===== config.mk =====
export PLATFORM = sky130hd
export DESIGN_NAME = alu_div
export DESIGN_NICKNAME = d
export VERILOG_FILES = /design/src/rtl/alu_div_pkg.sv /design/src/rtl/alu_div.sv
export SDC_FILE = /design/constraint.sdc
export NUM_CORES = 1
export LEC_CHECK = 0
export ABC_CLOCK_PERIOD_IN_PS = 12000
export BUFFER_PORTS_ARGS = -buffer_cell sky130_fd_sc_hd__buf_2
export CAP_MARGIN = 0
export CELL_PAD_IN_SITES_DETAIL_PLACEMENT = 1
export CELL_PAD_IN_SITES_GLOBAL_PLACEMENT = 1
export CORE_MARGIN = 3
export CORE_UTILIZATION = 48
export CTS_CLUSTER_DIAMETER = 150
export DETAILED_ROUTE_END_ITERATION = 10
export GPL_TIMING_DRIVEN = 0
export PLACE_DENSITY = 0.95
export SETUP_SLACK_MARGIN = 0.05
export SLEW_MARGIN = 0
export SYNTH_ARGS = -nofsm -noshare
export SYNTH_HDL_FRONTEND = slang
export SYNTH_SLANG_ARGS = --single-unit

===== constraint.sdc =====
create_clock -name clk -period 12 [get_ports clk]
set_input_delay 0.6 -clock clk [delete_from_list [all_inputs] [get_ports clk]]
set_output_delay 0.6 -clock clk [all_outputs]
set_load 0.005 [all_outputs]

===== src/rtl/alu_div_pkg.sv =====
// Shared definitions for the iterative divider: FSM state type and iteration sizing.
// Latency: n/a (types and constants only).
// Backpressure: n/a.
package alu_div_pkg;

   typedef enum logic [1:0] {
      IDLE = 2'd0,
      CALC = 2'd1,
      DONE = 2'd2
   } div_state_t;

   localparam int DIV_ITER  = 32;  // restoring steps per division
   localparam int DIV_CNT_W = 6;   // iteration counter width

endpackage


===== src/rtl/alu_div.sv =====
// Iterative restoring radix-2 DIV/DIVU unit for the E stage; quotient on lo_o, remainder on hi_o.
// Latency: 33 stall cycles (start cycle + 32 steps), then one DONE cycle; 1 stall cycle for a zero
//          divisor when DIV_ZERO_FAST_EN is defined.
// Backpressure: alu_stall_o holds F..M while dividing; DONE is held while stall_i=1; flush_i aborts.
//
// Ports:
//   clk, resetn            clock, asynchronous active-low reset
//   start_i, signed_i      DIV/DIVU in E (held while E is stalled), 1 = signed
//   a_i, b_i               dividend, divisor
//   flush_i, stall_i       E-stage flush, external E stall (freezes DONE)
//   alu_stall_o, done_o    stall request, results valid
//   hi_o, lo_o             remainder, quotient (held until the next DONE)
// Configuration macro: DIV_ZERO_FAST_EN (zero divisor skips the 32 iterations).
module alu_div
   import alu_div_pkg::*;
(
   input  logic        clk,
   input  logic        resetn,
   input  logic        start_i,
   input  logic        signed_i,
   input  logic [31:0] a_i,
   input  logic [31:0] b_i,
   input  logic        flush_i,
   input  logic        stall_i,
   output logic        alu_stall_o,
   output logic        done_o,
   output logic [31:0] hi_o,
   output logic [31:0] lo_o
);

   div_state_t           state_q, state_d;
   logic [DIV_CNT_W-1:0] cnt_q, cnt_d;
   logic [31:0]          quo_q, quo_d;   // dividend shifts out, quotient bits shift in
   logic [31:0]          rem_q, rem_d;   // partial remainder
   logic [31:0]          dvs_q, dvs_d;   // |divisor|
   logic                 q_neg_q, q_neg_d;
   logic                 r_neg_q, r_neg_d;
   logic                 zero_q, zero_d;
   logic [31:0]          hi_q, hi_d;
   logic [31:0]          lo_q, lo_d;

   logic [32:0]          shifted;
   logic [32:0]          diff;
   logic                 step_ge;
   logic [31:0]          step_rem;
   logic [31:0]          step_quo;

   function automatic logic [31:0] apply_sign(input logic [31:0] v, input logic neg);
      return neg ? (~v + 32'd1) : v;
   endfunction

   function automatic logic [31:0] magnitude(input logic [31:0] v, input logic sgn);
      return apply_sign(v, sgn & v[31]);
   endfunction

   // One restoring step: shift the next dividend bit in, subtract if it fits.
   assign shifted  = {rem_q, quo_q[31]};
   assign diff     = shifted - {1'b0, dvs_q};
   assign step_ge  = ~diff[32];
   assign step_rem = step_ge ? diff[31:0] : shifted[31:0];
   assign step_quo = {quo_q[30:0], step_ge};

   always_comb begin
      state_d = state_q;
      cnt_d   = cnt_q;
      quo_d   = quo_q;
      rem_d   = rem_q;
      dvs_d   = dvs_q;
      q_neg_d = q_neg_q;
      r_neg_d = r_neg_q;
      zero_d  = zero_q;
      hi_d    = hi_q;
      lo_d    = lo_q;

      case (state_q)
         IDLE: begin
            if (start_i && !flush_i) begin
               state_d = CALC;
               cnt_d   = '0;
               quo_d   = magnitude(a_i, signed_i);
               dvs_d   = magnitude(b_i, signed_i);
               rem_d   = '0;
               q_neg_d = signed_i & (a_i[31] ^ b_i[31]);
               r_neg_d = signed_i & a_i[31];
               zero_d  = (b_i == 32'd0);
`ifdef DIV_ZERO_FAST_EN
               if (b_i == 32'd0) begin
                  state_d = DONE;
                  lo_d    = '1;
                  hi_d    = a_i;
               end
`endif
            end
         end
         CALC: begin
            if (flush_i) begin
               state_d = IDLE;
            end else begin
               quo_d = step_quo;
               rem_d = step_rem;
               cnt_d = cnt_q + DIV_CNT_W'(1);
               if (cnt_q == DIV_CNT_W'(DIV_ITER - 1)) begin
                  state_d = DONE;
                  // With a zero divisor every step subtracts nothing, so the remainder
                  // ends as |a|; the remainder sign restores the raw dividend. Only the
                  // quotient needs overriding.
                  lo_d    = zero_q ? 32'hFFFF_FFFF : apply_sign(step_quo, q_neg_q);
                  hi_d    = apply_sign(step_rem, r_neg_q);
               end
            end
         end
         DONE: begin
            if (flush_i || !stall_i) begin
               state_d = IDLE;
            end
         end
         default: state_d = IDLE;
      endcase
   end

   always_ff @(posedge clk or negedge resetn) begin
      if (!resetn) begin
         state_q <= IDLE;
         cnt_q   <= '0;
         quo_q   <= '0;
         rem_q   <= '0;
         dvs_q   <= '0;
         q_neg_q <= 1'b0;
         r_neg_q <= 1'b0;
         zero_q  <= 1'b0;
         hi_q    <= '0;
         lo_q    <= '0;
      end else begin
         state_q <= state_d;
         cnt_q   <= cnt_d;
         quo_q   <= quo_d;
         rem_q   <= rem_d;
         dvs_q   <= dvs_d;
         q_neg_q <= q_neg_d;
         r_neg_q <= r_neg_d;
         zero_q  <= zero_d;
         hi_q    <= hi_d;
         lo_q    <= lo_d;
      end
   end

   // resetn gates the combinational stall so a start_i held through reset cannot stall the pipe.
   assign alu_stall_o = resetn & ~flush_i &
                        (((state_q == IDLE) & start_i) | (state_q == CALC));
   assign done_o      = (state_q == DONE);
   assign hi_o        = hi_q;
   assign lo_o        = lo_q;

endmodule


-- After elaboration in Yosys (flattened, before gate mapping)
Index checks and enable logic that the tools add are counted.
- add/sub/neg operators: 6
- eq/ne operators: 7
- muxes and demuxes: 20
- bitwise operators: 14
- reductions and logical operators: 11
- operators by type and width (kind ; number):
    $mux W32 ; 10
    $add A32 B1 Y32 const B ; 4
    $not A32 Y32 ; 4
    $pmux W32 S2 ; 2
    $sub A33 B32 Y33 ; 1
    $logic_not A32 Y1 ; 1
    $mux W6 ; 2
    $pmux W6 S2 ; 1
    $reduce_and A3 Y1 ; 3
    $mux W2 ; 4
    $add A6 B1 Y6 const B ; 1
    $and A1 B1 Y1 ; 6
    $eq A6 B5 Y1 const B ; 1
    $pmux W2 S3 ; 1
    $ne A2 B2 Y1 const B ; 2
    $ne A3 B3 Y1 const B ; 1
    $eq A2 B1 Y1 const B ; 1
    $eq A2 B2 Y1 const B ; 1
    $logic_not A1 Y1 ; 2
    $logic_not A2 Y1 ; 1
    $ne A2 B1 Y1 const B ; 1
    $not A1 Y1 ; 2
    $reduce_and A2 Y1 ; 1
    $reduce_bool A2 Y1 ; 1
    4 further kinds ; 4
- register bits after elaboration: 171
- input port bits: 70
- logic and storage cells: 68

-- Logic depth before layout (Yosys ltp)
Gate-level depths: netlist of run 1.
- word-level depth: 6
- gate-level depth with buffers: 24
- gate-level depth less buffers: 22

-- Worst setup path after synthesis of run 1
Ideal clock, no wire load.
- kind: register -> register
- start point: reg quo_q[31]
- end point: reg hi_q[26] (netlist: hi_o[26])
- setup time: 0.131 ns
- arrival time: 4.924 ns
- setup slack: 6.945 ns
- stages on the path, launching flop included: 25
- buffers on the path: 2
- period minus slack after synthesis: 5.055 ns
- cell sequence: dfrtp_1 > inv_1 > ha_1 > fa_1 > nand2b_1 > a21oi_4 > o2111ai_2 > a21bo_2 > a211oi_2 > o21a_1 > nor2_1 > inv_1 > buf_1 > buf_1 > nor2_1 > a21oi_1 > ha_1 > nand2_1 > nor3_1 > nand4_1 > nor4_4 > o22ai_1 > o41ai_1 > xnor2_1 > o21ai_1
- cells in the longest elaborated chain, start to end: 5
- ends and longest elaborated chain (item ; RTL line ; text):
    start: declaration ; alu_div.sv:33 ; logic [31:0] quo_q, quo_d;
    start signal: assignment ; alu_div.sv:136 ; quo_q <= quo_d;
    $sub A33 B32 Y33 ; alu_div.sv:58 ; assign diff = shifted - {1'b0, dvs_q};
    $mux W32 * ; alu_div.sv:60 ; assign step_rem = step_ge ? diff[31:0] : shifted[31:0];
    $not A32 Y32 ; alu_div.sv:49 ; return neg ? (~v + 32'd1) : v;
    $add A32 B1 Y32 ; alu_div.sv:49 ;
    $mux W32 * ; alu_div.sv:49 ;
    end signal: assignment ; alu_div.sv:142 ; hi_q <= hi_d;
    end: declaration ; alu_div.sv:39 ; logic [31:0] hi_q, hi_d;
Mark *: on every way between the ends. The rest lies on a longest branch, timed or not.
A chain may end at the register's enable or synchronous reset.

-- Worst setup path after layout of run 1
- start point: reg quo_q[31]
- end point: reg hi_q[28] (netlist: hi_o[28])
The elaborated chain is that of the path after synthesis.

==> summary.md, run 1 <==
| Metric | Value |
|---|---|
| Status | `finished, violations left` |
| Failing checks | `max-capacitance violations, max-slew violations` |
| Primary FF master, synth | `dfrtp_1` |
| Req. time, crit path | `12.30 ns` |
| Max rail drop VDD | `128 uV` |
| Final std cells w/o fill | `1,953` |
| Die height | `~160 microns` |
| GRT overflow | `0` |
| Area growth syn-to-layout | `14.6%` |
| Mean Syn Cell Area | `8.16 sq um` |
| Initial Utilization | `around 50%` |
| Yosys cell types | `76` |
| Final Critical Period | `7.50 ns` |
| DR vias/cell | `about 6.6` |
| CTS tree | `yes` |
| Sink Count | `171` |
| Post-Synthesis Cells | `between 1,000 and 1,500` |
| Area contributors post-synth | `dfrtp_1, o21ai_0, nand2_1` |
| Fmax | `133 MHz` |
| Fillers | `between 3,000 and 4,000` |
| Utilization after layout | `56.0%` |
| 1st-iter DRT viols | `roughly 1,400` |
| CP arrival | `7.80 ns` |
| Critical path startpoint category | `register` |
| Simple-gate share of the synthesized area | `about 20%` |
| RSZ-0062 raised after global routing | `no` |
| Hold Buf Count CTS | `0` |
| Final Hold Fails | `0` |
| Largest net degree at the start of global routing | `123` |
| Crit end category | `register` |
| Clock Latency Late Sink | `about 0.45 ns` |
| Final wirelength | `approximately 49,000 microns` |
| Die width | `approximately 160 microns` |
| Post-synthesis adder-cell area fraction | `about 4.1%` |
| Hold WC Path Type | `in -> async` |
| Main combinational cell family by area after synthesis | `compound AO/OA/AOI/OAI gates` |
| Mapped Area | `11,900 sq um` |
| Post-CTS Resized | `0` |
| Sequential area share after synthesis | `a little over a third` |
| DR DRC count | `0` |
| Post-synth EDFFs | `0` |
| Clk_skew | `around 0.015 ns` |
| Pwr dens | `roughly 280 nW/um^2` |
| Initial antenna violation count | `2` |
| Proportion of synthesized area in mux cells | `approximately 2.2%` |
| Tot Pwr | `between 3 and 4 mW` |
| Leading area contributor after synthesis | `dfrtp_1` |
| Setup TNS | `0 ns` |
| IO buf count | `135` |
| Routed wire length per instance | `24.9 microns` |
| Tcrit/Tclk final | `between 60 and 70%` |
| Final net count | `between 1,500 and 2,000` |
| Crit Path Class | `reg -> reg` |
| Area share of the largest cell type after synthesis | `35.9%` |
| Crit path max fanout | `10` |
| Core Rows | `57` |
| Htree depth | `4` |
| Total track usage | `~36%` |
| Final Wtd Congestion | `roughly 0.94` |
| Initial DRT Pass Iterations | `6` |
| Layout cells sized above 1 | `approximately an eighth` |
| Syn nets | `between 1,500 and 2,000` |
| Postcts setup bufs | `0` |
| Placed cells | `about 1,900` |
| First-pass GRT wire length | `roughly 75,000 microns` |
| Compound-Gate Fraction of Synth Area | `23.7%` |
| Vias in the first global route | `between 10,000 and 15,000` |
| Slew margin rel. | `-1.06%` |
| Worst hold slack | `between 0.04 and 0.05 ns` |
| LEAKAGE | `6.06 nW` |
| Final Slew Violations | `8` |
| ANT nets after route | `0` |
| Post-DP HPWL | `~35,000 microns` |
| Cts bufs inserted | `17` |
| Final setup violating endpoints | `0` |
| CTS clk-pin slew, worst paths | `0.08 ns` |
| Async S/R FF share, synth | `100%` |
| Vias | `between 10,000 and 15,000` |
| Maxcap violations | `1` |
| Synth Area in XOR/XNOR | `between 10% and 20%` |
| CTS Buffer Depth | `2` |
| Worst-Margin Slew | `1.50 ns` |
| Root Buffer | `clkbuf_16` |
| Die footprint | `26,800 sq um` |
| Post-synthesis register bit count | `about 170` |
| I/O pin cnt | `136` |
| Yosys warns | `0` |
| Core ar. | `approximately 24,000 sq um` |
[report_power, final]
part / internal, mW / switching (mW) / total (mW)
Clock: 0.285 / 0.298 / 0.583
Combinational: 0.820 / 1.63 / 2.45
Sequential: 0.678 / 0.170 / 0.848
[placed cells by master, fill, tap and decap left out, drive strengths merged, types with 19 or more instances in the layout]
cell type,synthesis,routed
o21ai,187,187
a22oi,32,32
nor2,130,130
ha,37,37
inv,50,58
xnor2,66,66
xor2,72,72
o31ai,19,19
mux2i,21,21
nor3,37,37
nand4,20,20
buf,14,150
nand2,190,190
dfrtp,171,171
o41ai,23,23
clkbuf,69,86
a21oi,107,107
[synthesized netlist by cell type (all sizes together) (2+ instances only)]
master / count
nand2: 190
o21ai: 187
dfrtp: 171
nor2: 130
a21oi: 107
xor2: 72
clkbuf: 69
xnor2: 66
inv: 50
ha: 37
nor3: 37
a22oi: 32
o41ai: 23
mux2i: 21
nand4: 20
o31ai: 19
or3: 17
nand3: 15
nor4: 15
buf: 14
or4: 13
a211oi: 11
and2: 11
nor2b: 11
o211ai: 10
nand2b: 9
a21boi: 8
a21o: 8
o22ai: 8
and3: 7
o21a: 7
a31oi: 6
mux2: 5
or2: 5
a22o: 4
and3b: 4
nor3b: 4
o2111ai: 4
a221o: 3
a311oi: 3
nand3b: 3
nor4b: 3
o211a: 2
o21bai: 2
[path summary, 6_finish.rpt]
path / start / endpoint / slack [ns] / depth (start not counted)
min reg2reg: hi_o[30] / hi_o[30] / 0.48 / 2
max: quo_q[31] / hi_o[28] / 4.50 / 24
max reg2reg: quo_q[31] / hi_o[28] / 4.50 / 24
max in group asynchronous: resetn / rem_q[0] / 10.94 / 2
min in group clk: flush_i / state_q[1] / 0.33 / 2
min: resetn / hi_o[20] / 0.05 / 1
[state kept, by name (all words and copies together), names as in the netlist]
name,cells
zero_q,1
hi_o,32
quo_q,32
state_q,2
lo_o,32
q_neg_q,1
dvs_q,32
rem_q,32
cnt_q,6
r_neg_q,1
[layer usage]
layer	wire length, microns	vias up	track usage, %
met5	10	-	0
met4	2230	2	15.9
met3	4360	210	7.53
met2	22800	779	59.2
met1	19200	6357	46.2
li1	-	5531	-
[metrics by stage]
step,setup WS (ns),area [sq um]
floorplan,6.95,11900
global route,4.25,13600
global placement,5.36,13000
detailed placement,5.12,13000
CTS,4.83,13600
finish,4.50,13600
[critical path, stage by stage, from the launching register on]
cell and delay, ns:
dfrtp_1 0.40, inv_1 0.11, ha_1 0.25, fa_1 0.43, nand2b_1 0.23, a21oi_4 0.31
o2111ai_2 0.26, a21bo_2 0.29, a211oi_2 0.41, o21a_1 0.23, nor2_1 0.09, inv_1 0.26
buf_1 0.51, buf_1 0.66, nor2_1 0.16, a21oi_1 0.35, ha_1 0.31, nand2_1 0.10
nor3_1 0.37, nand4_1 0.29, nor4_4 0.28, o22ai_1 0.24, o41ai_1 0.47, xnor2_1 0.21
o21ai_0 0.11
[area by class of cell]
| cell class | count | area [sq um] | share of cell area [%] |
|---|---|---|---|
| Multi-Input combinational cell | 1156 | 7120 | 52.1 |
| Inverter | 50 | 188 | 1.38 |
| Tap cell | 324 | 405 | 2.97 |
| Buffer | 83 | 330 | 2.42 |
| Antenna cell | 1 | 2.50 | 0.0183 |
| Timing Repair Buffer | 136 | 713 | 5.23 |
| Sequential cell | 171 | 4280 | 31.4 |
| Clock inverter | 15 | 188 | 1.38 |
| Clock buffer | 17 | 425 | 3.12 |
[cells by family after synthesis]
family	after synthesis
buffers and inverters	133
flip-flops	171
AO/OA/AOI/OAI	457
multiplexers	26
XOR/XNOR	138
adder cells (fa/ha/maj)	38
AND/OR/NAND/NOR	497
Power figures use the tool's default switching activity.
==> run 2: changes to the inputs <==
--- a/config.mk
+++ b/config.mk
@@ -5,17 +5,17 @@
 export SDC_FILE = /design/constraint.sdc
 export NUM_CORES = 1
 export LEC_CHECK = 0
-export ABC_CLOCK_PERIOD_IN_PS = 12000
+export ABC_CLOCK_PERIOD_IN_PS = 6800
 export BUFFER_PORTS_ARGS = -buffer_cell sky130_fd_sc_hd__buf_2
 export CAP_MARGIN = 0
 export CELL_PAD_IN_SITES_DETAIL_PLACEMENT = 1
 export CELL_PAD_IN_SITES_GLOBAL_PLACEMENT = 1
 export CORE_MARGIN = 3
-export CORE_UTILIZATION = 48
+export CORE_UTILIZATION = 40
 export CTS_CLUSTER_DIAMETER = 150
 export DETAILED_ROUTE_END_ITERATION = 10
 export GPL_TIMING_DRIVEN = 0
-export PLACE_DENSITY = 0.95
+export PLACE_DENSITY = 0.88
 export SETUP_SLACK_MARGIN = 0.05
 export SLEW_MARGIN = 0
 export SYNTH_ARGS = -nofsm -noshare
==> constraint.sdc (replaced) <==
create_clock -name clk -period 6.8 [get_ports clk]
set_input_delay 0.34 -clock clk [delete_from_list [all_inputs] [get_ports clk]]
set_output_delay 0.34 -clock clk [all_outputs]
set_load 0.005 [all_outputs]
==> run 2 against run 1 <==
Effect of this change:
- the run now ends clean
- clock-buffer cell count unchanged
- register-to-register slack got worse by 4.1 ns
- sequential power increased by 75%
- combinational power increased by 75%
- final area increased by 0.35%
- worst setup slack got worse by 4.1 ns
- non-clock buffer count increased by 1
- clock skew increased by 0.00053 ns
- sequential share of layout area decreased by 0.11 points
- clock power increased by 68%
- global-route usage decreased by 7.3 points
- largest cell class unchanged
- largest power group unchanged
==> summary.md, run 2 (synthesis results as in run 1) <==
| Metric | Value |
|---|---|
| Core ar. | `29,000 sq um (was 24,400 sq um)` |
| Delay-heaviest family, CP | `compound AO/OA/AOI/OAI gates (unchanged)` |
| Vias in the first global route | `12,578 (was 13,312)` |
| Req. time, crit path | `7.13 ns (was 12.30 ns)` |
| Worst hold slack | `0.0858 ns (was 0.0457 ns)` |
| Worst-Margin Slew | `1.17 ns (was 1.50 ns)` |
| Core Rows | `62 (was 57)` |
| Final Critical Period | `6.38 ns (was 7.50 ns)` |
| Initial antenna violation count | `2 (unchanged)` |
| DR vias/cell | `6.01 (was 6.59)` |
| Die footprint | `31,900 sq um (was 26,800 sq um)` |
| CTS Buffer Depth | `2 (unchanged)` |
| Max rail drop VDD | `248 uV (was 128 uV)` |
| RSZ-0062 raised after global routing | `no (unchanged)` |
| Die width | `179 microns (was 164 microns)` |
| Final setup violating endpoints | `0 (unchanged)` |
| GRT overflow | `0 (unchanged)` |
| Die height | `179 microns (was 164 microns)` |
| Crit end category | `register (unchanged)` |
| Utilization after layout | `47.2% (was 56.0%)` |
| Crit Path Class | `reg -> reg (unchanged)` |
| I/O pin cnt | `136 (unchanged)` |
| Routed wire length per instance | `22.6 microns (was 24.9 microns)` |
| Postcts setup bufs | `0 (unchanged)` |
| Maxcap violations | `0 (was 1)` |
| Commonest cells after routing, fill and taps aside | `nand2_1, o21ai_0, dfrtp_1 (unchanged)` |
| Critical path startpoint category | `register (unchanged)` |
| Sink Count | `171 (unchanged)` |
| Max stage delay on crit path | `0.46 ns (was 0.66 ns)` |
| 1st-iter DRT viols | `1,054 (was 1,411)` |
| Cts bufs inserted | `17 (unchanged)` |
| Initial Utilization | `41.1% (was 48.9%)` |
| Htree depth | `4 (unchanged)` |
| First-pass GRT wire length | `71,200 microns (was 74,900 microns)` |
| Root Buffer | `clkbuf_16 (unchanged)` |
| CP arrival | `6.71 ns (was 7.80 ns)` |
| Fillers | `3,623 (was 3,029)` |
| Pwr dens | `492 nW/um^2 (was 284 nW/um^2)` |
| Final Slew Violations | `0 (was 8)` |
| Clk_skew | `0.0154 ns (was 0.0149 ns)` |
| Buf/Inv on CP | `4 (unchanged)` |
| Status | `completed (was finished, violations left)` |
| Clock Latency Late Sink | `0.46 ns (was 0.45 ns)` |
| Crit path max fanout | `10 (unchanged)` |
| Hold WC Path Type | `in -> reg (was in -> async)` |
| CTS tree | `yes (unchanged)` |
| Initial DRT Pass Iterations | `5 (was 6)` |
| Final Wtd Congestion | `0.956 (was 0.940)` |
| Final net count | `1,724 (was 1,723)` |
| LEAKAGE | `6.05 nW (was 6.06 nW)` |
| Final worst slack | `0.425 ns (was 4.50 ns)` |
| Gr busiest metal | `met2 (unchanged)` |
| Area growth syn-to-layout | `15.0% (was 14.6%)` |
| Met2 GRT Util | `46.6% (was 59.2%)` |
| Total track usage | `28.9% (was 36.1%)` |
| Diode count | `0 (was 1)` |
| IO buf count | `135 (unchanged)` |
| Slew margin rel. | `21.1% (was -1.06%)` |
| Global Route met1 Usage | `38.7% (was 46.2%)` |
| CTS clk-pin slew, worst paths | `0.08 ns (about the same)` |
| ANT nets after route | `0 (unchanged)` |
| Largest net degree at the start of global routing | `90 (was 123)` |
| CP max stage cell | `o41ai_1 (was buf_1)` |
| Tot Pwr | `6.74 mW (was 3.88 mW)` |
| Fmax | `157 MHz (was 133 MHz)` |
| Final wirelength | `45,500 microns (was 48,600 microns)` |
| Post-DP HPWL | `35,400 microns (was 35,000 microns)` |
| Dpl ws | `-0.165 ns (was 5.12 ns)` |
| Final Hold Fails | `0 (unchanged)` |
| Met3 Track Usage GR | `6.17% (was 7.53%)` |
| CP cell instances | `inv_1, ha_1, fa_1, nand2b_1, a21oi_4, o2111ai_2, a21bo_2, a211oi_2, o21a_1, nor2_1, inv_1, buf_2, clkbuf_4, nor2_1, a21oi_2, ha_1, nand2_1, nor3_2, nand4_1, nor4_4, o22ai_1, o41ai_1, xnor2_1, o21ai_1 (was inv_1, ha_1, fa_1, nand2b_1, a21oi_4, o2111ai_2, a21bo_2, a211oi_2, o21a_1, nor2_1, inv_1, buf_1, buf_1, nor2_1, a21oi_1, ha_1, nand2_1, nor3_1, nand4_1, nor4_4, o22ai_1, o41ai_1, xnor2_1, o21ai_0)` |
| Leading cell type in the layout, fill and taps excluded | `nand2_1 (unchanged)` |
| DR DRC count | `0 (unchanged)` |
| Tcrit/Tclk final | `93.8% (was 62.5%)` |
| Vias | `12,092 (was 12,879)` |
| Layout cells sized above 1 | `12.8% (was 12.5%)` |
-- run 2: cell types whose count changed in the layout (fill, tap and decap cells not counted), moves of 2 or more --
cell      previous run  this run
buf_1                4         2
a21oi_2              1         3
a21oi_1            105       103
inv_6                4         6
inv_12               2         0
clkinv_8             5         2
clkinv_2             0         3
-- run 2: routing by layer --
metal,vias to the layer above,part of all wire (%)
met5,-,0.029
met4,2,2.5
met3,83,7.4
met2,446,47
met1,6035,44
li1,5526,-
-- run 2: cell type report --
| class | count | area (sq um) | area share, % |
|---|---|---|---|
| timing repair buffer | 137 | 723 | 5.28 |
| sequential | 171 | 4280 | 31.2 |
| buffer | 83 | 335 | 2.45 |
| inverter | 50 | 188 | 1.37 |
| clock inverter | 15 | 135 | 0.987 |
| clock buffer | 17 | 425 | 3.11 |
| multi-input combinational | 1156 | 7130 | 52.1 |
| tap | 384 | 480 | 3.51 |
-- run 2: final timing paths --
path,startpoint,to,slack (ns),depth (start not counted)
setup / recovery,quo_q[31],hi_o[26],0.42,24
hold / removal,flush_i,state_q[1],0.09,2
setup reg to reg,quo_q[31],hi_o[26],0.42,24
hold reg to reg,hi_o[8],hi_o[8],0.47,2
max in group asynchronous,resetn,dvs_q[12],5.38,3
min in group asynchronous,resetn,hi_o[17],0.48,2
-- run 2: per-stage QoR --
step	std cells	setup TNS [ns]	area, sq um
6_report	2013	0	13700
5_1_grt	2013	0	13700
4_1_cts	2013	0	13700
3_5_place_dp	1980	-0.386	13100
3_3_place_gp	1979	-0.0212	13100
2_1_floorplan	1460	0	11900
-- run 2: power breakdown --
group / internal [mW] / leakage, nW / switching, mW
sequential: 1.20 / 2.27 / 0.280
combinational: 1.46 / 3.50 / 2.82
clock: 0.482 / 0.273 / 0.499
total: 3.14 / 6.05 / 3.60
-- run 2: timing repair --
action	CTS	global route
endpoints found under the setup margin	5	9
pin swaps	0	0
cloned	0	0
resized for setup	2	4
endpoints found under the hold margin	82	0
hold buffers	1	0
==> run 3: changes to the inputs <==
--- a/config.mk
+++ b/config.mk
@@ -15,7 +15,7 @@
 export CTS_CLUSTER_DIAMETER = 150
 export DETAILED_ROUTE_END_ITERATION = 10
 export GPL_TIMING_DRIVEN = 0
-export PLACE_DENSITY = 0.88
+export PLACE_DENSITY_LB_ADDON = 0.08
 export SETUP_SLACK_MARGIN = 0.05
 export SLEW_MARGIN = 0
 export SYNTH_ARGS = -nofsm -noshare
==> run 3 against run 2 <==
Effect of this change:
- via count decreased by 3.5%
- maximum frequency about the same
- worst setup slack got worse by 0.0031 ns
- flip-flop and latch count unchanged
- routed wire length decreased by 3.1%
- critical path depth unchanged
- combinational power decreased by 3%
- clock-buffer cell count unchanged
- largest power group unchanged
==> summary.md, run 3 (synthesis results as in run 1) <==
| Metric | Value |
|---|---|
| Sink Count | `171 (unchanged)` |
| Final Critical Period | `6.38 ns (about the same)` |
| Diode count | `0 (unchanged)` |
| CP arrival | `6.71 ns (about the same)` |
| Crit Path Class | `reg -> reg (unchanged)` |
| Largest net degree at the start of global routing | `111 (was 90)` |
| CTS tree | `yes (unchanged)` |
| Cts bufs inserted | `17 (unchanged)` |
| Die footprint | `31,900 sq um (unchanged)` |
| CP max stage cell | `fa_1 (was o41ai_1)` |
| Maxcap violations | `0 (unchanged)` |
| CTS clk-pin slew, worst paths | `0.08 ns (about the same)` |
| Placed cells | `1,980 (unchanged)` |
| Area growth syn-to-layout | `15.5% (was 15.0%)` |
| Total track usage | `27.6% (was 28.9%)` |
| Htree depth | `4 (unchanged)` |
| Crit end category | `register (unchanged)` |
| Final wirelength | `44,100 microns (was 45,500 microns)` |
| Post-DP HPWL | `34,800 microns (was 35,400 microns)` |
| Max rail drop VDD | `260 uV (was 248 uV)` |
| I/O pin cnt | `136 (unchanged)` |
| Status | `completed (unchanged)` |
| Slew margin rel. | `13.5% (was 21.1%)` |
| Die height | `179 microns (unchanged)` |
| Initial antenna violation count | `0 (was 2)` |
| Buf/Inv on CP | `5 (was 4)` |
| LEAKAGE | `6.08 nW (was 6.05 nW)` |
| Crit path max fanout | `10 (unchanged)` |
| Initial DRT Pass Iterations | `4 (was 5)` |
| Vias in the first global route | `11,662 (was 12,578)` |
| Clock Latency Late Sink | `0.45 ns (was 0.46 ns)` |
| CP cell instances | `inv_1, ha_1, fa_1, nand2b_1, a21oi_4, o2111ai_2, a21bo_2, a211oi_2, nor3_1, nor2_1, inv_1, clkbuf_4, clkbuf_1, a21oi_2, ha_1, nand2_1, nor3_1, nand4_1, nor4_4, buf_4, o221ai_1, o21ai_0, xor2_1, mux2_2 (was inv_1, ha_1, fa_1, nand2b_1, a21oi_4, o2111ai_2, a21bo_2, a211oi_2, o21a_1, nor2_1, inv_1, buf_2, clkbuf_4, nor2_1, a21oi_2, ha_1, nand2_1, nor3_2, nand4_1, nor4_4, o22ai_1, o41ai_1, xnor2_1, o21ai_1)` |
| Final std cells w/o fill | `2,014 (was 2,013)` |
| Leading cell type in the layout, fill and taps excluded | `nand2_1 (unchanged)` |
| Vias | `11,670 (was 12,092)` |
| Critical path startpoint category | `register (unchanged)` |
| GRT overflow | `0 (unchanged)` |
| RSZ-0062 raised after global routing | `no (unchanged)` |
| Commonest cells after routing, fill and taps aside | `nand2_1, o21ai_0, dfrtp_1 (unchanged)` |
| Layout cells sized above 1 | `12.8% (about the same)` |
| Worst-Margin Slew | `1.29 ns (was 1.17 ns)` |
| Tot Pwr | `6.70 mW (was 6.74 mW)` |
| Core Rows | `62 (unchanged)` |
| Clk_skew | `0.0149 ns (was 0.0154 ns)` |
| Die width | `179 microns (unchanged)` |
| Root Buffer | `clkbuf_16 (unchanged)` |
| Routed wire length per instance | `21.9 microns (was 22.6 microns)` |
| DR vias/cell | `5.79 (was 6.01)` |
| 1st-iter DRT viols | `825 (was 1,054)` |
| Setup TNS | `0 ns (unchanged)` |
| Initial Utilization | `41.1% (unchanged)` |
| Final setup violating endpoints | `0 (unchanged)` |
| IO buf count | `135 (unchanged)` |
| Delay-heaviest family, CP | `compound AO/OA/AOI/OAI gates (unchanged)` |
| Pwr dens | `487 nW/um^2 (was 492 nW/um^2)` |
| Final Slew Violations | `0 (unchanged)` |
| Req. time, crit path | `7.13 ns (about the same)` |
| ANT nets after route | `0 (unchanged)` |
| Final Hold Fails | `0 (unchanged)` |
| DR DRC count | `0 (unchanged)` |
| Hold WC Path Type | `in -> reg (unchanged)` |
| First-pass GRT wire length | `67,200 microns (was 71,200 microns)` |
| Tcrit/Tclk final | `93.8% (about the same)` |
| CTS Buffer Depth | `2 (unchanged)` |
| Max stage delay on crit path | `0.40 ns (was 0.46 ns)` |
| Core ar. | `29,000 sq um (unchanged)` |
| Fmax | `157 MHz (about the same)` |
| Final net count | `1,725 (was 1,724)` |
| Final Wtd Congestion | `0.927 (was 0.956)` |
run 3: power breakdown:
group	switching, mW	internal [mW]	total, mW	leakage, nW
Sequential	0.289	1.20	1.49	2.27
Combinational	2.72	1.45	4.17	3.51
Clock	0.487	0.563	1.05	0.303
Total	3.49	3.21	6.70	6.08
run 3: worst reg2reg max path: stages (launching register included):
cell and delay, ns:
dfrtp_1 0.38, inv_1 0.09, ha_1 0.23, fa_1 0.40, nand2b_1 0.21, a21oi_4 0.26, o2111ai_2 0.24, a21bo_2 0.28
a211oi_2 0.28, nor3_1 0.14, nor2_1 0.26, inv_1 0.19, clkbuf_4 0.27, clkbuf_1 0.39, a21oi_2 0.32, ha_1 0.26
nand2_1 0.09, nor3_1 0.33, nand4_1 0.28, nor4_4 0.26, buf_4 0.18, o221ai_1 0.22, o21ai_0 0.26, xor2_1 0.14
mux2_2 0.29
run 3: final timing paths:
check	slack, ns	endpoint	cells after the start	startpoint
max	0.42	hi_o[22]	24	quo_q[31]
min	0.07	state_q[1]	2	flush_i
max reg2reg	0.42	hi_o[22]	24	quo_q[31]
min reg2reg	0.47	lo_o[2]	2	lo_o[2]
max in group asynchronous	5.41	quo_q[17]	3	resetn
min in group asynchronous	0.54	hi_o[18]	2	resetn
run 3: routing by layer:
| metal | track usage, % | wire [microns] | part of all wire (%) | vias up |
|---|---|---|---|---|
| met4 | 6.82 | 858 | 1.9 | 0 |
| met3 | 3.70 | 2120 | 4.8 | 55 |
| met5 | 0 | 0 | 0 | - |
| met1 | 41.0 | 21700 | 49 | 5784 |
| li1 | - | - | - | 5532 |
| met2 | 42.3 | 19400 | 44 | 299 |
run 3: final cells by class:
| type | count | area (sq um) |
|---|---|---|
| Inverter | 50 | 188 |
| Fill cell | 3596 | 15200 |
| Multi-Input combinational cell | 1156 | 7130 |
| Tap cell | 384 | 480 |
| Timing Repair Buffer | 138 | 731 |
| Buffer | 83 | 335 |
| Clock buffer | 17 | 425 |
| Sequential cell | 171 | 4280 |
| Clock inverter | 15 | 199 |
run 3: what timing repair did:
item	4_1_cts	5_1_grt
pin swaps	0	1
endpoints found under the setup margin	4	8
resized for setup	1	5
hold endpoints to repair	5	0
gates cloned	0	0
buffers inserted	0	1
hold buffers	1	0
run 3: metrics by stage:
stage / cell area [sq um] / util, % / setup WS (ns) / hold WS [ns]
after CTS: 13700 / 47.4 / 0.144 / 0.0638
after floorplan: 11900 / - / 1.75 / 0.0444
after detailed placement: 13100 / 45.2 / -0.0205 / 0.460
final: 13800 / 47.5 / 0.422 / 0.0714
after global routing: 13800 / 47.5 / 0.0541 / 0.0713
after global placement: 13100 / 45.1 / 0.0320 / 0.451
